$ cat src/rtl/zeroriscy_multdiv_arbiter.sv
// Round-robin arbiter that shares one iterative multiply/divide unit between
// two requesters. The winning request's operands are latched on the grant
// edge and the unit's enables/operands are driven only from those latches, so
// they stay stable for the whole operation. The result is captured on the
// unit's ready and handed back through a per-requester rvalid/rready response.
// The unit's active-low reset is expected to be driven from ~rst so that a
// reset mid-operation aborts both blocks coherently.
module zeroriscy_multdiv_arbiter #(
  parameter logic PRIO_INIT = 1'b0,
  parameter int   CNT_W     = 32
) (
  input  logic             clk,
  input  logic             rst,
  input  logic [1:0]       req_i,
  output logic [1:0]       gnt_o,
  input  logic [3:0]       req_operator_i,
  input  logic [3:0]       req_signed_i,
  input  logic [63:0]      req_op_a_i,
  input  logic [63:0]      req_op_b_i,
  input  logic [1:0]       flush_i,
  output logic [1:0]       rvalid_o,
  input  logic [1:0]       rready_i,
  output logic [31:0]      rdata_o,
  output logic             md_mult_en_o,
  output logic             md_div_en_o,
  output logic [1:0]       md_operator_o,
  output logic [1:0]       md_signed_mode_o,
  output logic [31:0]      md_op_a_o,
  output logic [31:0]      md_op_b_o,
  input  logic             md_ready_i,
  input  logic [31:0]      md_result_i,
  output logic             busy_o,
  output logic [CNT_W-1:0] busy_cnt_o
);

  typedef enum logic [1:0] {
    IDLE = 2'b00,
    RUN  = 2'b01,
    RESP = 2'b10,
    DROP = 2'b11
  } state_e;

  localparam logic [CNT_W-1:0] CNT_MAX = {CNT_W{1'b1}};
  localparam logic [CNT_W-1:0] CNT_ONE = {{(CNT_W-1){1'b0}}, 1'b1};

  state_e           state_r;
  state_e           state_s;
  logic             owner_r;
  logic             prio_r;
  logic [1:0]       operator_r;
  logic [1:0]       signed_r;
  logic [31:0]      op_a_r;
  logic [31:0]      op_b_r;
  logic [31:0]      result_r;
  logic [1:0]       rvalid_r;
  logic             mult_en_r;
  logic             div_en_r;
  logic             busy_r;
  logic [CNT_W-1:0] busy_cnt_r;

  logic             grant_ok_s;
  logic [1:0]       gnt_s;
  logic             gnt_id_s;
  logic             gnt_valid_s;
  logic             owner_flush_s;
  logic             owner_rready_s;
  logic [1:0]       sel_operator_s;
  logic [1:0]       sel_signed_s;
  logic [31:0]      sel_op_a_s;
  logic [31:0]      sel_op_b_s;
  logic             next_owner_s;
  logic [1:0]       next_operator_s;
  logic             mult_en_s;
  logic             div_en_s;
  logic [1:0]       rvalid_s;

  assign owner_flush_s  = flush_i[owner_r];
  assign owner_rready_s = rready_i[owner_r];

  // A new grant may only be issued when idle, or when the owner is taking its
  // result this very cycle (a flush in that cycle wins and blocks the grant).
  always_comb begin
    grant_ok_s = 1'b0;
    if (state_r == IDLE) begin
      grant_ok_s = 1'b1;
    end else if (state_r == RESP) begin
      grant_ok_s = owner_rready_s & ~owner_flush_s;
    end else begin
      grant_ok_s = 1'b0;
    end
  end

  // Round-robin pick between the two requesters; prio_r breaks ties.
  always_comb begin
    gnt_s    = 2'b00;
    gnt_id_s = 1'b0;
    if (grant_ok_s) begin
      case (req_i)
        2'b01: begin
          gnt_s    = 2'b01;
          gnt_id_s = 1'b0;
        end
        2'b10: begin
          gnt_s    = 2'b10;
          gnt_id_s = 1'b1;
        end
        2'b11: begin
          if (prio_r) begin
            gnt_s    = 2'b10;
            gnt_id_s = 1'b1;
          end else begin
            gnt_s    = 2'b01;
            gnt_id_s = 1'b0;
          end
        end
        default: begin
          gnt_s    = 2'b00;
          gnt_id_s = 1'b0;
        end
      endcase
    end else begin
      gnt_s    = 2'b00;
      gnt_id_s = 1'b0;
    end
  end

  assign gnt_valid_s = |gnt_s;
  assign gnt_o       = gnt_s;

  // Operand selection for the requester being granted this cycle.
  always_comb begin
    sel_operator_s = req_operator_i[1:0];
    sel_signed_s   = req_signed_i[1:0];
    sel_op_a_s     = req_op_a_i[31:0];
    sel_op_b_s     = req_op_b_i[31:0];
    if (gnt_id_s) begin
      sel_operator_s = req_operator_i[3:2];
      sel_signed_s   = req_signed_i[3:2];
      sel_op_a_s     = req_op_a_i[63:32];
      sel_op_b_s     = req_op_b_i[63:32];
    end else begin
      sel_operator_s = req_operator_i[1:0];
      sel_signed_s   = req_signed_i[1:0];
      sel_op_a_s     = req_op_a_i[31:0];
      sel_op_b_s     = req_op_b_i[31:0];
    end
  end

  // FSM state register.
  always_ff @(posedge clk or posedge rst) begin
    if (rst) begin
      state_r <= IDLE;
    end else begin
      state_r <= state_s;
    end
  end

  // FSM next-state logic.
  always_comb begin
    state_s = state_r;
    case (state_r)
      IDLE: begin
        if (gnt_valid_s) begin
          state_s = RUN;
        end else begin
          state_s = IDLE;
        end
      end
      RUN: begin
        if (md_ready_i) begin
          if (owner_flush_s) begin
            state_s = IDLE;
          end else begin
            state_s = RESP;
          end
        end else if (owner_flush_s) begin
          state_s = DROP;
        end else begin
          state_s = RUN;
        end
      end
      DROP: begin
        if (md_ready_i) begin
          state_s = IDLE;
        end else begin
          state_s = DROP;
        end
      end
      RESP: begin
        if (owner_flush_s) begin
          state_s = IDLE;
        end else if (owner_rready_s) begin
          if (gnt_valid_s) begin
            state_s = RUN;
          end else begin
            state_s = IDLE;
          end
        end else begin
          state_s = RESP;
        end
      end
      default: begin
        state_s = IDLE;
      end
    endcase
  end

  // FSM output logic: next values of the registered enables and rvalid,
  // derived from the next state and the operation that will be latched.
  always_comb begin
    mult_en_s       = 1'b0;
    div_en_s        = 1'b0;
    rvalid_s        = 2'b00;
    next_owner_s    = owner_r;
    next_operator_s = operator_r;
    if (gnt_valid_s) begin
      next_owner_s    = gnt_id_s;
      next_operator_s = sel_operator_s;
    end else begin
      next_owner_s    = owner_r;
      next_operator_s = operator_r;
    end
    case (state_s)
      RUN, DROP: begin
        mult_en_s = ~next_operator_s[1];
        div_en_s  = next_operator_s[1];
      end
      RESP: begin
        if (next_owner_s) begin
          rvalid_s = 2'b10;
        end else begin
          rvalid_s = 2'b01;
        end
      end
      default: begin
        mult_en_s = 1'b0;
        div_en_s  = 1'b0;
        rvalid_s  = 2'b00;
      end
    endcase
  end

  // Registered handshake outputs and unit enables.
  always_ff @(posedge clk or posedge rst) begin
    if (rst) begin
      mult_en_r <= 1'b0;
      div_en_r  <= 1'b0;
      rvalid_r  <= 2'b00;
      busy_r    <= 1'b0;
    end else begin
      mult_en_r <= mult_en_s;
      div_en_r  <= div_en_s;
      rvalid_r  <= rvalid_s;
      busy_r    <= (state_s != IDLE);
    end
  end

  // Operation latch: captured only on a grant edge, held for the whole op.
  always_ff @(posedge clk or posedge rst) begin
    if (rst) begin
      owner_r    <= 1'b0;
      prio_r     <= PRIO_INIT;
      operator_r <= 2'b00;
      signed_r   <= 2'b00;
      op_a_r     <= 32'h0000_0000;
      op_b_r     <= 32'h0000_0000;
    end else if (gnt_valid_s) begin
      owner_r    <= gnt_id_s;
      prio_r     <= ~gnt_id_s;
      operator_r <= sel_operator_s;
      signed_r   <= sel_signed_s;
      op_a_r     <= sel_op_a_s;
      op_b_r     <= sel_op_b_s;
    end else begin
      owner_r    <= owner_r;
      prio_r     <= prio_r;
      operator_r <= operator_r;
      signed_r   <= signed_r;
      op_a_r     <= op_a_r;
      op_b_r     <= op_b_r;
    end
  end

  // Result capture on the unit's last cycle, unless the owner is discarding it.
  always_ff @(posedge clk or posedge rst) begin
    if (rst) begin
      result_r <= 32'h0000_0000;
    end else if ((state_r == RUN) && md_ready_i && !owner_flush_s) begin
      result_r <= md_result_i;
    end else begin
      result_r <= result_r;
    end
  end

  // Saturating count of cycles spent in RUN.
  always_ff @(posedge clk or posedge rst) begin
    if (rst) begin
      busy_cnt_r <= {CNT_W{1'b0}};
    end else if ((state_r == RUN) && (busy_cnt_r != CNT_MAX)) begin
      busy_cnt_r <= busy_cnt_r + CNT_ONE;
    end else begin
      busy_cnt_r <= busy_cnt_r;
    end
  end

  assign rvalid_o         = rvalid_r;
  assign rdata_o          = result_r;
  assign md_mult_en_o     = mult_en_r;
  assign md_div_en_o      = div_en_r;
  assign md_operator_o    = operator_r;
  assign md_signed_mode_o = signed_r;
  assign md_op_a_o        = op_a_r;
  assign md_op_b_o        = op_b_r;
  assign busy_o           = busy_r;
  assign busy_cnt_o       = busy_cnt_r;

endmodule
$ cat config.mk
export PLATFORM = sky130hd
export DESIGN_NAME = zeroriscy_multdiv_arbiter
export DESIGN_NICKNAME = d
export VERILOG_FILES = /design/src/rtl/zeroriscy_multdiv_arbiter.sv
export SDC_FILE = /design/constraint.sdc
export NUM_CORES = 1
export LEC_CHECK = 0
export ABC_AREA = 1
export BUFFER_PORTS_ARGS = -buffer_cell sky130_fd_sc_hd__buf_2
export CORE_AREA = 2 2 122 124
export DETAILED_ROUTE_END_ITERATION = 16
export DIE_AREA = 0 0 124 126
export GPL_TIMING_DRIVEN = 0
export PLACE_DENSITY_LB_ADDON = 0.3
export SYNTH_ARGS = -nofsm -noshare
export SYNTH_HDL_FRONTEND = slang
export SYNTH_SLANG_ARGS = --single-unit
export TNS_END_PERCENT = 10
$ cat constraint.sdc
create_clock -name clk -period 7.9 [get_ports clk]
set_input_delay 1.185 -clock clk [delete_from_list [all_inputs] [get_ports clk]]
set_output_delay 1.185 -clock clk [all_outputs]
set_load 0.01 [all_outputs]
==> run_results.csv, run 1 <==
group,metric,value,unit
worst_setup_path,crit_arrival,2490,ps
place,place_ws,4220,ps
yosys,synth_top_area_share,0.505,
yosys,synth_seq_cells,141,
timing,rsz0062_at_grt,"false",
cts,numCtsBuffers,17,
power_and_ir_drop,netSwitchingPower,1330,uW
yosys,yosys-top-cells-area,"dfrtp_1, nand2_1, o21ai_0",
run_status,outcome,"finished, final reports clean",
floorplanning,die_area,15600,um2
timing,slew_violations,0,
run,drv_cap,0,
timing,fin_worst_skew,9.41,ps
place,dp.cells,1434,
worst_setup_path,reg2regPathDepth,9,
timing,finalSetupTns,0,ps
layout,syn2layout_area_growth,34.9,%
min_path,hold_depth,2,
layout,nNetsFinal,1447,
yosys,yosys_warnings,0,
place,port_buffers,315,
worst_setup_path,cp-end-kind,"primary output",
worst_setup_path,worstPathRequired,6710,ps
power_and_ir_drop,clkPwrFrac,0.244,
global_route,grt_pass1_vias,6733,
cts,cts-htree-levels,4,
layout,multiInputGateArea,2880,um2
detailed_routing,vias,7123,
min_path,hold_class,"register to register",
layout,final_util,0.659,
yosys,syn_area,6990,um2
timing,whs,473,ps
timing,worst_pin_slew,509,ps
power_and_ir_drop,power.density,355,nW/um2
floorplanning,fp.coreArea,14300,um2
cts,clk_latency,430,ps
place,gp_congestion,0.945,
worst_setup_path,crit_fanout,10,
detailed_routing,wl,20600,um
yosys,synthDistinctLibCells,30,
global_route,grt_pass1_wl,33000,um
yosys,yosysSeqAreaShare,0.505,
yosys,ys_async_sr_fraction,1.00,
timing,fin_crit,3670,ps
floorplanning,initial_core_util,0.488,
detailed_routing,via_per_inst,4.86,
worst_setup_path,start_kind,"input port",
cts,cts_root_buf,"clkbuf_16",
yosys,synth.largest_area_cell,"dfrtp_1",
timing,setup_ws,4230,ps
layout,drive_gt1_frac,0.300,
yosys,avgSynthCellArea,7.48,um2
yosys,syn_nets,1112,
layout,final_cell_mix,"nand2_1, buf_2, dfrtp_1",
cts,path_clk_slew,60,ps
cts,cts_sinks,141,
yosys,synth_edf_count,0,
timing,min_period_over_period,0.465,
power_and_ir_drop,p_leak,0.00541,uW
worst_setup_path,r2r_setup_slack,5920,ps
worst_setup_path,timing.rr.end,"busy_cnt_o[19]",
timing,fmax,272,MHz
yosys,synth_cells,934,
global_route,grt-ovfl-total,0,
floorplanning,die_h,126,um
detailed_routing,wire_per_inst,14.1,um
place,dp.final_hpwl,15800,um
layout,post_layout_nonfiller_instances,1467,
layout,mostFrequentLayoutCell,"nand2_1",
detailed_routing,ant_nets,0,
global_route,met3_usage,0.0784,
timing,setup-violations-final,0,
layout,regArea,3530,um2
cts,tritoncts,"done",
global_route,grt.busiest_layer,"met2",
timing,timing.final.hold_violations,0,
power_and_ir_drop,pwr-share-seq,0.353,
yosys,synth_flop_cell,"dfrtp_1",
global_route,grt_max_degree,90,
floorplanning,die_x,124,um
global_route,antenna_found_initial,1,
global_route,grt_usage,0.274,
power_and_ir_drop,power_frac_comb,0.403,
power_and_ir_drop,p_sw_frac,0.397,
cts,hold_buffers,0,
power_and_ir_drop,power.internal,2020,uW
layout,nFillCells,1274,
cts,clk_path_buf_depth,2,
global_route,met2_usage,0.479,
cts,cts_resized,0,
global_route,met1_usage,0.320,
power_and_ir_drop,ir_worst_vdd,0.222,mV
cts,post_cts_buffers,0,
floorplanning,ios,316,
timing,relSlewSlack,0.661,
detailed_routing,drtPass1Iterations,6,
worst_setup_path,worstSetupPathType,"input port to primary output",
floorplanning,rows,44,
min_path,holdPathEnd,"rdata_o[21]",
detailed_routing,drc_errors,0,
detailed_routing,drtIter0Drc,350,
worst_setup_path,rr_startpoint,"busy_cnt_o[0]",
min_path,min_from,"rdata_o[21]",
## synth_stat cells (8+ instances only)
master    instances
buf_2            11
clkbuf_1         20
dfrtp_1         141
inv_1           101
nand2_1         401
nand3_1          35
nor2_1           40
nor3_1            8
o21ai_0         106
o21ai_1          15
xnor2_1           8
xor2_1            9
## through the flow
step / instance area [um2] / power, uW
after floorplan: 6990 / 1980
after global placement: 8800 / 2510
after detailed placement: 8830 / 2550
after CTS: 9430 / 3370
after global routing: 9430 / 3610
final: 9430 / 3350
## per-layer routing
layer | part of all wire | wire length [um] | vias to the layer above
li1 | - | - | 3561
met1 | 0.40 | 8180 | 3284
met2 | 0.51 | 10600 | 251
met3 | 0.074 | 1530 | 27
met4 | 0.018 | 365 | 0
met5 | 0 | 0 | -
## state kept, by name (all words and copies together), names as in the netlist, 2 cells and up
register          cells
busy_cnt_o           32
md_op_b_o            32
state_r               2
rvalid_o              2
rdata_o              32
md_operator_o         2
md_op_a_o            32
md_signed_mode_o      2
## area by class of cell
| class | count | share of cell area |
|---|---|---|
| flip-flops and latches | 141 | 0.374 |
| multi-input cells | 652 | 0.305 |
| repair buffers | 316 | 0.170 |
| clock buffers | 18 | 0.0455 |
| inverters | 103 | 0.0415 |
| well taps | 184 | 0.0244 |
| plain buffers | 38 | 0.0210 |
| clock inverters | 14 | 0.0179 |
| diodes | 1 | 0.000265 |
## power groups by stage
| stage | sequential (uW) | combinational, uW | clock (uW) |
|---|---|---|---|
| 4_1_cts | 1180 | 1370 | 826 |
| 6_report | 1180 | 1350 | 817 |
| 2_1_floorplan | 1310 | 673 | 0 |
| 5_1_grt | 1220 | 1530 | 864 |
| 3_5_place_dp | 1180 | 1370 | 0 |
| 3_3_place_gp | 1180 | 1330 | 0 |
## worst max-delay path, stage by stage
cell and delay (ps):
buf_2 110, a21boi_4 140, nor2_1 280, nand2_2 160, buf_6 180, inv_2 100, buf_4 180, buf_2 140
## kinds of logic after synthesis
group	Yosys count	share of synthesized area
buffers and inverters	141	0.0836
XOR/XNOR	17	0.0213
AND/OR/NAND/NOR	504	0.289
flip-flops	141	0.505
AO/OA/AOI/OAI	130	0.0990
adder cells (fa/ha/maj)	1	0.00179
## worst max-delay path by stage
stage               startpoint             to  slack (ps)  cells after the start
floorplan                  rst  busy_cnt_o[0]        2930                      1
global placement           rst  md_op_b_o[22]        1300                      2
detailed placement    req_i[0]       gnt_o[1]        4220                      8
CTS                   req_i[0]       gnt_o[1]        4220                      8
global route          req_i[0]       gnt_o[1]        4130                      8
finish                req_i[0]       gnt_o[1]        4230                      8
Power figures use the tool's default switching activity.
==> run 2: changes to the inputs <==
--- a/config.mk
+++ b/config.mk
@@ -7,9 +7,8 @@
 export LEC_CHECK = 0
 export ABC_AREA = 1
 export BUFFER_PORTS_ARGS = -buffer_cell sky130_fd_sc_hd__buf_2
-export CORE_AREA = 2 2 122 124
+export CORE_UTILIZATION = 43
 export DETAILED_ROUTE_END_ITERATION = 16
-export DIE_AREA = 0 0 124 126
 export GPL_TIMING_DRIVEN = 0
 export PLACE_DENSITY_LB_ADDON = 0.3
 export SYNTH_ARGS = -nofsm -noshare
==> constraint.sdc (replaced) <==
create_clock -name clk -period 3.05 [get_ports clk]
set_input_delay 0.4575 -clock clk [delete_from_list [all_inputs] [get_ports clk]]
set_output_delay 0.4575 -clock clk [all_outputs]
set_load 0.01 [all_outputs]
==> run_results.csv, run 2 (synthesized netlist as in run 1, its figures left out) <==
group,metric,value,unit
timing,worst_pin_slew,737,ps
worst_setup_path,crit_path_frequent_cell,"nand2_1",
detailed_routing,drc_errors,0,
detailed_routing,via_per_inst,4.73,
run_status,outcome,"finished, final reports clean",
power_and_ir_drop,clkPwrFrac,0.228,
layout,post_layout_nonfiller_instances,1502,
layout,final_cell_mix,"nand2_1, buf_2, dfrtp_1",
worst_setup_path,cp-end-kind,"primary output",
worst_setup_path,crit_arrival,2010,ps
power_and_ir_drop,p_leak,0.00539,uW
global_route,grt_pass1_vias,6737,
timing,relSlewSlack,0.508,
cts,clk_path_buf_depth,2,
floorplanning,die_x,129,um
worst_setup_path,worstPathRequired,2590,ps
floorplanning,fp.coreArea,15900,um2
worst_setup_path,max_stage_delay,410,ps
global_route,grt-ovfl-total,0,
detailed_routing,wl,20600,um
detailed_routing,ant_nets,0,
layout,nNetsFinal,1449,
worst_setup_path,start_kind,"register",
power_and_ir_drop,ir_worst_vdd,0.590,mV
timing,finalSetupTns,0,ps
timing,fin_crit,2470,ps
layout,drive_gt1_frac,0.299,
min_path,hold_class,"input port to async pin",
worst_setup_path,cp_slowest_cell,"dfrtp_1",
layout,mostFrequentLayoutCell,"nand2_1",
power_and_ir_drop,pwr-share-seq,0.357,
timing,min_period_over_period,0.809,
worst_setup_path,critical_path.cell_chain,"inv_1, nand2_1, nand2_1, nand3_2, nand2_4, nand2_2, buf_6, inv_2, buf_4, buf_2",
detailed_routing,drtPass1Iterations,5,
floorplanning,initial_core_util,0.440,
timing,fmax,405,MHz
cts,hold_buffers,0,
detailed_routing,drtIter0Drc,366,
cts,post_cts_buffers,0,
place,dp.final_hpwl,15800,um
global_route,antenna_found_initial,3,
timing,whs,167,ps
detailed_routing,wire_per_inst,13.7,um
timing,rsz0062_at_grt,"false",
global_route,grt_pass1_wl,32300,um
cts,cts_resized,0,
power_and_ir_drop,power.internal,5110,uW
worst_setup_path,crit_fanout,10,
power_and_ir_drop,power_frac_comb,0.415,
power_and_ir_drop,power.density,899,nW/um2
floorplanning,ios,316,
place,dp.cells,1468,
place,gp_congestion,0.909,
layout,final_util,0.596,
cts,cts_sinks,141,
floorplanning,die_h,129,um
timing,slew_violations,0,
global_route,grt_usage,0.251,
global_route,grt_max_degree,42,
run,drv_cap,0,
power_and_ir_drop,netSwitchingPower,3400,uW
floorplanning,rows,46,
worst_setup_path,worstSetupPathType,"register to primary output",
cts,tritoncts,"done",
timing,timing.final.hold_violations,0,
timing,fin_worst_skew,7.07,ps
timing,setup-violations-final,0,
cts,path_clk_slew,60,ps
cts,cts_root_buf,"clkbuf_16",
power_and_ir_drop,p_sw_frac,0.399,
floorplanning,die_area,16800,um2
cts,numCtsBuffers,17,
cts,cts-htree-levels,4,
cts,clk_latency,420,ps
place,port_buffers,315,
layout,syn2layout_area_growth,35.4,%
detailed_routing,vias,7100,
[run 2: cell type report]
class,count,area (um2)
fill,1514,6420
clock buffer,22,464
inverter,103,390
tap,216,270
sequential,141,3530
buffer,38,198
antenna,3,7.51
multi-input combinational,652,2880
timing repair buffer,318,1640
clock inverter,9,88.8
[run 2: final timing paths]
kind / cells past startpoint / end / startpoint / slack (ps)
max reg2reg: 9 / busy_cnt_o[19] / busy_cnt_o[0] / 1080
min reg2reg: 2 / rdata_o[5] / rdata_o[5] / 470
max: 10 / gnt_o[1] / owner_r / 580
max in group asynchronous: 3 / md_op_b_o[24] / rst / 2250
min in group clk: 3 / rdata_o[19] / md_result_i[19] / 230
min: 2 / rdata_o[2] / rst / 170
[run 2: power groups by stage]
stage,clock (uW),combinational [uW],sequential (uW)
global route,2060,3980,3130
global placement,0,3480,3030
CTS,1980,3580,3030
floorplan,0,1740,3380
detailed placement,0,3580,3030
finish,1940,3530,3040
[run 2: worst max-delay path: cells and delay by family (launching register included)]
kind	cells	cell delay, ps
simple gates	5	500
flops	1	410
buf+inv	5	680
[run 2: through the flow]
stage / setup WS, ps / instance area [um2] / power, uW
after global routing: 419 / 9460 / 9160
after global placement: -116 / 8840 / 6510
after CTS: 521 / 9450 / 8590
final: 584 / 9460 / 8510
after floorplan: 829 / 6990 / 5120
after detailed placement: 801 / 8900 / 6610
[run 2: metal layers]
| layer | routed length [um] | share of wire | vias to the layer above | track usage |
|---|---|---|---|---|
| li1 | - | - | 3567 | - |
| met1 | 8200 | 0.40 | 3231 | 0.284 |
| met2 | 10300 | 0.50 | 260 | 0.441 |
| met3 | 1440 | 0.070 | 42 | 0.0698 |
| met4 | 618 | 0.030 | 0 | 0.117 |
| met5 | 0 | 0 | - | 0 |
==> run 3: changes to the inputs <==
--- a/config.mk
+++ b/config.mk
@@ -5,10 +5,11 @@
 export SDC_FILE = /design/constraint.sdc
 export NUM_CORES = 1
 export LEC_CHECK = 0
-export ABC_AREA = 1
+export ABC_AREA = 0
 export BUFFER_PORTS_ARGS = -buffer_cell sky130_fd_sc_hd__buf_2
-export CORE_UTILIZATION = 43
+export CORE_AREA = 2 2 124 126
 export DETAILED_ROUTE_END_ITERATION = 16
+export DIE_AREA = 0 0 126 128
 export GPL_TIMING_DRIVEN = 0
 export PLACE_DENSITY_LB_ADDON = 0.3
 export SYNTH_ARGS = -nofsm -noshare
==> constraint.sdc (replaced) <==
create_clock -name clk -period 2.5 [get_ports clk]
set_input_delay 0.375 -clock clk [delete_from_list [all_inputs] [get_ports clk]]
set_output_delay 0.375 -clock clk [all_outputs]
set_load 0.01 [all_outputs]
==> run_results.csv, run 3 <==
group,metric,value,unit
run_status,outcome,"finished, final reports clean",
global_route,grt_max_degree,42,
power_and_ir_drop,ir_worst_vdd,0.530,mV
yosys,synth_edf_count,0,
timing,timing.final.hold_violations,0,
floorplanning,die_h,128,um
detailed_routing,wl,16700,um
cts,hold_buffers,0,
layout,drive_gt1_frac,0.463,
global_route,grt_pass1_wl,26700,um
layout,mostFrequentLayoutCell,"buf_2",
detailed_routing,ant_nets,0,
cts,path_clk_slew,60,ps
layout,multiInputGateArea,2570,um2
layout,syn2layout_area_growth,40.0,%
cts,numCtsBuffers,17,
detailed_routing,drc_errors,0,
cts,tritoncts,"done",
cts,cts_root_buf,"clkbuf_16",
yosys,yosys_warnings,0,
cts,cts_sinks,141,
layout,regArea,3530,um2
timing,min_period_over_period,0.952,
detailed_routing,drtIter0Drc,222,
timing,relSlewSlack,0.505,
yosys,yosys-top-cells-count,"dfrtp_1, nand2_1, mux2i_1",
cts,clk_latency,410,ps
yosys,syn_nets,721,
worst_setup_path,worstSetupPathType,"register to primary output",
floorplanning,initial_core_util,0.421,
yosys,synth_top_area_share,0.564,
yosys,synth_seq_cells,141,
timing,fin_worst_skew,11.5,ps
cts,clk_path_buf_depth,2,
floorplanning,die_area,16100,um2
timing,setup-violations-final,0,
floorplanning,fp.coreArea,14900,um2
worst_setup_path,start_kind,"register",
detailed_routing,wire_per_inst,15.4,um
yosys,yosys-top-cells-area,"dfrtp_1, mux2i_1, mux2_2",
timing,worst_pin_slew,743,ps
yosys,synthDistinctLibCells,39,
timing,fin_crit,2380,ps
timing,slew_violations,0,
layout,nFillCells,1316,
global_route,antenna_found_initial,1,
yosys,syn_area,6260,um2
timing,fmax,420,MHz
power_and_ir_drop,p_leak,0.00463,uW
worst_setup_path,crit_arrival,2000,ps
global_route,grt_usage,0.211,
yosys,yosysMostFrequentCell,"dfrtp_1",
yosys,yosysSeqAreaShare,0.564,
run,drv_cap,0,
worst_setup_path,cp-end-kind,"primary output",
yosys,ys_async_sr_fraction,1.00,
floorplanning,ios,316,
floorplanning,rows,45,
place,port_buffers,315,
timing,rsz0062_at_grt,"false",
yosys,avgSynthCellArea,11.5,um2
min_path,hold_class,"input port to async pin",
floorplanning,die_x,126,um
worst_setup_path,worstPathRequired,2120,ps
layout,final_cell_mix,"buf_2, dfrtp_1, nand2_1",
yosys,synth_flop_cell,"dfrtp_1",
layout,final_util,0.590,
cts,cts-htree-levels,4,
layout,nNetsFinal,1060,
global_route,grt-ovfl-total,0,
place,gp_congestion,0.779,
power_and_ir_drop,power.density,1140,nW/um2
timing,whs,73.2,ps
place,dp.final_hpwl,12900,um
detailed_routing,vias,5337,
yosys,synth_cells,543,
yosys,synth.largest_area_cell,"dfrtp_1",
worst_setup_path,crit_fanout,10,
global_route,grt_pass1_vias,5275,
detailed_routing,drtPass1Iterations,4,
detailed_routing,via_per_inst,4.93,
run 3: changes by cell type after synthesis, sizes merged, moves of 33 or more:
cell and change:
mux2 +33, nand2 -310, o21ai -61, nor2 -33, mux2i +57, inv -100
run 3: critical path: stages (launching register included):
cell,delay (ps)
dfrtp_1,430
or3b_1,420
a31o_4,300
nor2_4,140
buf_6,170
buf_2,140
run 3: layer usage:
metal  vias up  part of all wire  global-route usage
met5         -                 0                   0
met4         0             0.012              0.0646
met3        15             0.070              0.0664
met2       207              0.52               0.371
met1      2529              0.40               0.248
li1       2586                 -                   -
run 3: path summary, 6_finish.rpt:
path / slack [ps] / from / depth (start not counted) / endpoint
max: 120 / owner_r / 5 / gnt_o[1]
min: 70 / rst / 2 / busy_cnt_o[2]
max reg2reg: 450 / busy_cnt_o[0] / 7 / busy_cnt_o[9]
min reg2reg: 470 / md_op_b_o[1] / 2 / md_op_b_o[1]
max in group asynchronous: 1810 / rst / 3 / state_r[0]
min in group clk: 190 / req_op_b_i[34] / 3 / md_op_b_o[2]
run 3: what timing repair did:
item / 4_1_cts / 5_1_grt
hold endpoints to repair: 0 / 0
setup buffers: 0 / 2
resized for setup: 8 / 1
setup endpoints to repair: 2 / 2
pin swaps: 0 / 2
run 3: report_power, final:
part           internal (uW)  switching (uW)
Clock                   1520             939
Combinational           1680            2080
Sequential              3210             526
Total                   6410            3540
run 3: stage by stage:
stage | area [um2] | TNS, ps | std cells | setup slack, ps | power, uW
finish | 8760 | 0 | 1083 | 121 | 9950
global route | 8760 | 0 | 1083 | 28.4 | 10700
CTS | 8740 | 0 | 1080 | 3.56 | 10000
detailed placement | 8130 | 0 | 1049 | 139 | 7550
global placement | 8070 | -82600 | 1046 | -592 | 7450
floorplan | 6260 | 0 | 543 | 362 | 5900
run 3: logic make-up after synthesis:
kind of cell / share of synthesized area
simple gates: 0.134
flops: 0.564
mux: 0.151
compound gates: 0.0772
xor+xnor: 0.0434
buf+inv: 0.0288
fa+ha+maj: 0.00200
run 3: area by class of cell:
type | instances | share of cell area
diodes | 1 | 0.000286
plain buffers | 27 | 0.0207
clock buffers | 21 | 0.0525
clock inverters | 10 | 0.0131
inverters | 3 | 0.00171
multi-input cells | 372 | 0.294
flip-flops and latches | 141 | 0.403
well taps | 188 | 0.0268
repair buffers | 320 | 0.188
